<file path="src/rtl/id_decode_fsm.sv">
// Instruction-decode stage: turns a fetch word stream into registered decode packets.
// Optional illegal-opcode trap is enabled by defining ILLEGAL_TRAP_EN.
module id_decode_fsm #(
  parameter int WORD_W   = 8,
  parameter int OP_W     = 4,
  parameter int ALU_OP_W = 3
) (
  input  logic                   clk,
  input  logic                   rst,
  input  logic                   in_valid,
  input  logic [WORD_W-1:0]      in_word,
  output logic                   if_enable,
  output logic                   out_valid,
  input  logic                   out_ready,
  output logic                   alu_en,
  output logic [ALU_OP_W-1:0]    alu_op,
  output logic [WORD_W-OP_W-1:0] reg_sel,
  output logic [WORD_W-1:0]      imm,
  output logic                   imm_valid,
  output logic                   jmp_en,
  output logic                   halted,
  output logic                   trap
);

  localparam int RS_W = WORD_W - OP_W;

  localparam logic [1:0] FETCH_OP  = 2'd0;
  localparam logic [1:0] FETCH_IMM = 2'd1;
  localparam logic [1:0] HALTED    = 2'd2;

  logic [1:0]          state_q, state_d;
  logic                out_valid_q, out_valid_d;
  logic                alu_en_q, alu_en_d;
  logic [ALU_OP_W-1:0] alu_op_q, alu_op_d;
  logic [RS_W-1:0]     reg_sel_q, reg_sel_d;
  logic [WORD_W-1:0]   imm_q, imm_d;
  logic                imm_valid_q, imm_valid_d;
  logic                jmp_en_q, jmp_en_d;
  logic                halted_q, halted_d;
  logic                lat_jmp_q, lat_jmp_d;
  logic [RS_W-1:0]     lat_reg_q, lat_reg_d;
`ifdef ILLEGAL_TRAP_EN
  logic                trap_q, trap_d;
`endif

  logic [OP_W-1:0] op_s;
  logic [RS_W-1:0] word_reg_s;
  logic            slot_free_s;
  logic            accept_s;

  assign op_s        = in_word[WORD_W-1 -: OP_W];
  assign word_reg_s  = in_word[RS_W-1:0];
  assign slot_free_s = !out_valid_q || out_ready;
  assign accept_s    = in_valid && if_enable;
  assign if_enable   = slot_free_s && (state_q != HALTED);

  // Next-state and packet-load logic; packet fields hold unless a new packet loads.
  always_comb begin
    state_d     = state_q;
    alu_en_d    = alu_en_q;
    alu_op_d    = alu_op_q;
    reg_sel_d   = reg_sel_q;
    imm_d       = imm_q;
    imm_valid_d = imm_valid_q;
    jmp_en_d    = jmp_en_q;
    halted_d    = halted_q;
    lat_jmp_d   = lat_jmp_q;
    lat_reg_d   = lat_reg_q;
`ifdef ILLEGAL_TRAP_EN
    trap_d      = trap_q;
`endif
    if (out_valid_q && out_ready) begin
      out_valid_d = 1'b0;
    end else begin
      out_valid_d = out_valid_q;
    end

    case (state_q)
      FETCH_OP: begin
        if (accept_s) begin
          case (op_s)
            OP_W'(1), OP_W'(2), OP_W'(3), OP_W'(4), OP_W'(5): begin
              out_valid_d = 1'b1;
              alu_en_d    = 1'b1;
              alu_op_d    = ALU_OP_W'(op_s - OP_W'(1));
              reg_sel_d   = word_reg_s;
              imm_d       = '0;
              imm_valid_d = 1'b0;
              jmp_en_d    = 1'b0;
`ifdef ILLEGAL_TRAP_EN
              trap_d      = 1'b0;
`endif
            end
            OP_W'(6), OP_W'(7): begin
              // opcode bit 0 separates JMP (7) from LDI (6)
              lat_jmp_d = op_s[0];
              lat_reg_d = word_reg_s;
              state_d   = FETCH_IMM;
            end
            OP_W'(0): begin
              state_d = FETCH_OP;
            end
            OP_W'(15): begin
              state_d  = HALTED;
              halted_d = 1'b1;
            end
            default: begin
`ifdef ILLEGAL_TRAP_EN
              out_valid_d = 1'b1;
              alu_en_d    = 1'b0;
              alu_op_d    = '0;
              reg_sel_d   = '0;
              imm_d       = '0;
              imm_valid_d = 1'b0;
              jmp_en_d    = 1'b0;
              trap_d      = 1'b1;
              state_d     = HALTED;
              halted_d    = 1'b1;
`else
              state_d = FETCH_OP;
`endif
            end
          endcase
        end else begin
          state_d = FETCH_OP;
        end
      end
      FETCH_IMM: begin
        if (accept_s) begin
          out_valid_d = 1'b1;
          alu_en_d    = 1'b0;
          alu_op_d    = '0;
          reg_sel_d   = lat_reg_q;
          imm_d       = in_word;
          imm_valid_d = 1'b1;
          jmp_en_d    = lat_jmp_q;
`ifdef ILLEGAL_TRAP_EN
          trap_d      = 1'b0;
`endif
          state_d     = FETCH_OP;
        end else begin
          state_d = FETCH_IMM;
        end
      end
      HALTED: begin
        state_d = HALTED;
      end
      default: begin
        state_d = FETCH_OP;
      end
    endcase
  end

  // State and packet registers.
  always_ff @(posedge clk or posedge rst) begin
    if (rst) begin
      state_q     <= FETCH_OP;
      out_valid_q <= 1'b0;
      alu_en_q    <= 1'b0;
      alu_op_q    <= '0;
      reg_sel_q   <= '0;
      imm_q       <= '0;
      imm_valid_q <= 1'b0;
      jmp_en_q    <= 1'b0;
      halted_q    <= 1'b0;
      lat_jmp_q   <= 1'b0;
      lat_reg_q   <= '0;
`ifdef ILLEGAL_TRAP_EN
      trap_q      <= 1'b0;
`endif
    end else begin
      state_q     <= state_d;
      out_valid_q <= out_valid_d;
      alu_en_q    <= alu_en_d;
      alu_op_q    <= alu_op_d;
      reg_sel_q   <= reg_sel_d;
      imm_q       <= imm_d;
      imm_valid_q <= imm_valid_d;
      jmp_en_q    <= jmp_en_d;
      halted_q    <= halted_d;
      lat_jmp_q   <= lat_jmp_d;
      lat_reg_q   <= lat_reg_d;
`ifdef ILLEGAL_TRAP_EN
      trap_q      <= trap_d;
`endif
    end
  end

  assign out_valid = out_valid_q;
  assign alu_en    = alu_en_q;
  assign alu_op    = alu_op_q;
  assign reg_sel   = reg_sel_q;
  assign imm       = imm_q;
  assign imm_valid = imm_valid_q;
  assign jmp_en    = jmp_en_q;
  assign halted    = halted_q;
`ifdef ILLEGAL_TRAP_EN
  assign trap      = trap_q;
`else
  assign trap      = 1'b0;
`endif

endmodule

</file>
<file path="config.mk">
export PLATFORM = sky130hd
export DESIGN_NAME = id_decode_fsm
export DESIGN_NICKNAME = d
export VERILOG_FILES = /design/src/rtl/id_decode_fsm.sv
export SDC_FILE = /design/constraint.sdc
export NUM_CORES = 1
export LEC_CHECK = 0
export ABC_CLOCK_PERIOD_IN_PS = 1600
export BUFFER_PORTS_ARGS = -buffer_cell sky130_fd_sc_hd__buf_2
export CORE_MARGIN = 3
export CORE_UTILIZATION = 42
export DETAILED_ROUTE_END_ITERATION = 8
export PLACE_DENSITY_LB_ADDON = 0.25
export RECOVER_POWER = 25
export SLEW_MARGIN = 5
export SYNTH_ARGS = -nofsm -noshare
export SYNTH_HDL_FRONTEND = slang
export SYNTH_SLANG_ARGS = --single-unit
</file>
<file path="constraint.sdc">
create_clock -name clk -period 1.6 [get_ports clk]
set_clock_uncertainty 0.15 [all_clocks]
set_input_delay 0.08 -clock clk [delete_from_list [all_inputs] [get_ports clk]]
set_output_delay 0.08 -clock clk [all_outputs]
set_load 0.05 [all_outputs]
</file>
==> flow_summary.toml <==
[status]
status = "finished with violations"
violations = "negative setup slack"

[yosys]
syn-num-nets = 122
post_synth.cell_area_avg_um2 = 12.18
netlist_area_um2 = 1291
synth-seq-cells = 27
syn_inst = 106
yosys.cell_types.count = 35
ys_seq_area_share_pct = 52.33
yosysWarnings = 0

[worst_setup_path]
reg2regPathDepth = 4
crit_required_ns = 1.68
critical_path_class = "register to register"
start_kind = "register"
cp.arrival_ns = 1.76
critical-path-slowest-cell = "dfrtp_2"
critPathMaxStageDelay_ns = 0.43
crit_chain = "or2b_4 -> nand2b_4 -> or3_4 -> mux2_4"
worstPathMaxFanout = 5
endpoint_kind = "register"

[timing]
finalCritPeriodShare_pct = 105.4
post-route-worst-setup-slack_ns = -0.08716
relSlewSlack_pct = 55.31
setup_viol = 6
timing.fmax_mhz = 592.7
worst_pin_slew_ns = 0.6703
slew_viol_final = 0
hold_viol_final = 0
finalSetupTns_ns = -0.4950
period_needed_ns = 1.687
rsz0062_at_grt = "true"

[worst_hold_path]
holdCritPathClass = "input port to register"
worstHoldPathCells = 4

[drt]
wl_per_cell_um = 14.88
viasPerCell = 5.323
drc_errors = 0
first_iter_violations = 58
routed_wl_um = 2991
via_count = 1070
first_pass_iters = 4
ant_nets = 0

[clock_tree]
cts_buffers = 3
cts_tree = "done"
clockBufferDepth = 2
clk-insertion-delay-late_ns = 0.32
htreeDepth = 1
root_buffer = "clkbuf_4"
cts.sinks = 27
clk_pin_slew_worst_paths_ns = 0.15

[placement]
io_buffers = 32
placed_cell_area_um2 = 1627
dp_slack_ns = -0.1576
gp_congestion = 0.7988
dp_hpwl_um = 2238

[power]
power_frac_comb_pct = 50.2
p_seq_share_pct = 38.3
switching_share_pct = 44.11
totalPowerFinal_mw = 2.600
p_leak_nw = 0.9170
powerDensity_nw_per_um2 = 1427
vdd_drop_max_uv = 738.8
p_int_mw = 1.453
switching_power_mw = 1.147
p_clk_share_pct = 11.6

[finish]
antenna_cells = 0
nets = 187
drive_gt1_share_pct = 49.41
design_area_um2 = 1822
fillers = 243
utilization_pct = 63.86
syn2layout_area_growth_pct = 41.09

[floorplan]
start_util_pct = 45.26
core-area_um2 = 2853
fp.dieH_um = 61.45
ios = 34
dieArea_um2 = 3775
std_cell_rows = 19
die_w_um = 61.45

[global_routing]
grt_usage_pct = 17.56
grt_pass1_wl_um = 4912
grt_overflow = 0
antenna_found_initial = 0
grt_max_degree = 28
grt_pass1_vias = 1082

[flow_run]
maxCapViolCount = 0
## path summary, 6_finish.rpt
path                       startpoint           end  slack [ns]
min in group asynchronous         rst        imm[1]        0.31
max in group asynchronous         rst     out_valid        0.53
min                         out_ready     out_valid        0.04
max reg2reg                 out_valid  lat_reg_q[0]       -0.09
min reg2reg                 imm_valid     imm_valid        0.34
max                         out_valid  lat_reg_q[0]       -0.09
## power by group through the flow
stage               combinational (mW)  clock (mW)  sequential (mW)
finish                            1.30       0.301            0.995
CTS                               1.28       0.312            0.996
floorplan                        0.418           0             1.49
global placement                  1.22           0             1.00
detailed placement                1.24           0             1.01
global route                      1.38       0.341             1.02
## synth_stat cells
cell      count  area (um2)
o31ai_1       3       22.52
buf_6         1       11.26
nor2_1        3       11.26
a22o_1        9       78.83
nand2b_4      2       27.53
or4_1         1       7.510
xnor2_1       1       8.760
o211ai_1      1       7.510
nor3b_2       1       12.51
mux2_4        5       75.07
a22oi_1       5       37.54
mux2_2        4       45.04
nor3_2        1       10.01
buf_2         2       10.01
nand4_1       2       12.51
clkbuf_1      1       3.750
o21ai_1       1       5.000
a31oi_1       1       6.260
nor4_2        1       12.51
dfrtp_1      27       675.7
ha_1          4       50.05
a21oi_1       3       15.01
or3_1         2       12.51
nand3_1       4       20.02
nand2b_1      1       6.260
a21o_1        1       7.510
a31o_2        1       8.760
inv_1         5       18.77
nor2b_1       4       25.02
or2b_2        1       8.760
conb_1        1       3.750
buf_4         1       7.510
nand2_1       4       15.01
nor3_1        1       5.000
and3_1        1       6.260
## metal layers
metal  global-route usage, %  vias up  wire length (um)
li1                        -      508                 -
met1                   23.60      526              1386
met2                   29.15       32              1424
met3                   2.725        4               140
met4                   5.455        0                39
met5                       0        -                 0
## cell families after synthesis
family | share of synthesized area [%]
and+or+nand+nor | 14.92
DFF | 52.33
AOI/OAI and AO/OA | 14.63
buffers and inverters | 3.973
muxes | 9.302
adders and majority gates | 3.876
other | 0.2904
xor gates and xnor gates | 0.6784
## flip-flops by register name (all words and copies together) (netlist names)
signal / count
halted: 1
out_valid: 1
reg_sel: 4
state_q: 2
lat_reg_q: 4
imm_valid: 1
lat_jmp_q: 1
jmp_en: 1
alu_op: 3
imm: 8
alu_en: 1
## worst max-delay path, delay by kind of cell (launching register included)
family        cells  cell delay, ns
simple gates      3            0.69
flops             1            0.43
mux               1            0.32
## cell usage in the layout, fill, tap and decap left out, drive strengths merged
cell type	n
buf	52
dfrtp	27
dlygate4sd3	12
a22o	9
mux2	9
inv	5
a22oi	5
nand3	4
ha	4
nor2b	4
clkbuf	4
nand2	4
o31ai	3
nand2b	3
a21oi	3
nor2	3
nor3	2
nand4	2
or3	2
nor4	1
nor3b	1
o21ai	1
a21o	1
or2b	1
o211ai	1
xnor2	1
and3	1
a31oi	1
or4	1
a31o	1
conb	1
clkinvlp	1
## metrics by stage
step	hold slack, ns	cells
finish	0.04072	201
global route	0.05021	201
CTS	0.04097	200
detailed placement	0.01734	184
global placement	-0.004005	184
floorplan	-0.01735	106
## timing repair
| item | in CTS | in global routing |
|---|---|---|
| endpoints found under the hold margin | 45 | 0 |
| setup buffers | 0 | 1 |
| setup endpoints to repair | 12 | 18 |
| pin swaps | 2 | 1 |
| resized for setup | 5 | 6 |
| hold buffers | 12 | 0 |
## layout make-up
cell class,instances,area [um2],share of cell area (%)
clock buffers,3,22.52,1.236
clock inverters,1,7.507,0.4121
inverters,5,18.77,1.030
multi-input cells,69,611.8,33.59
flip-flops and latches,27,676.9,37.16
well taps,31,38.79,2.129
repair buffers,65,445.4,24.45
No activity file was read; power rests on OpenSTA's default activity.
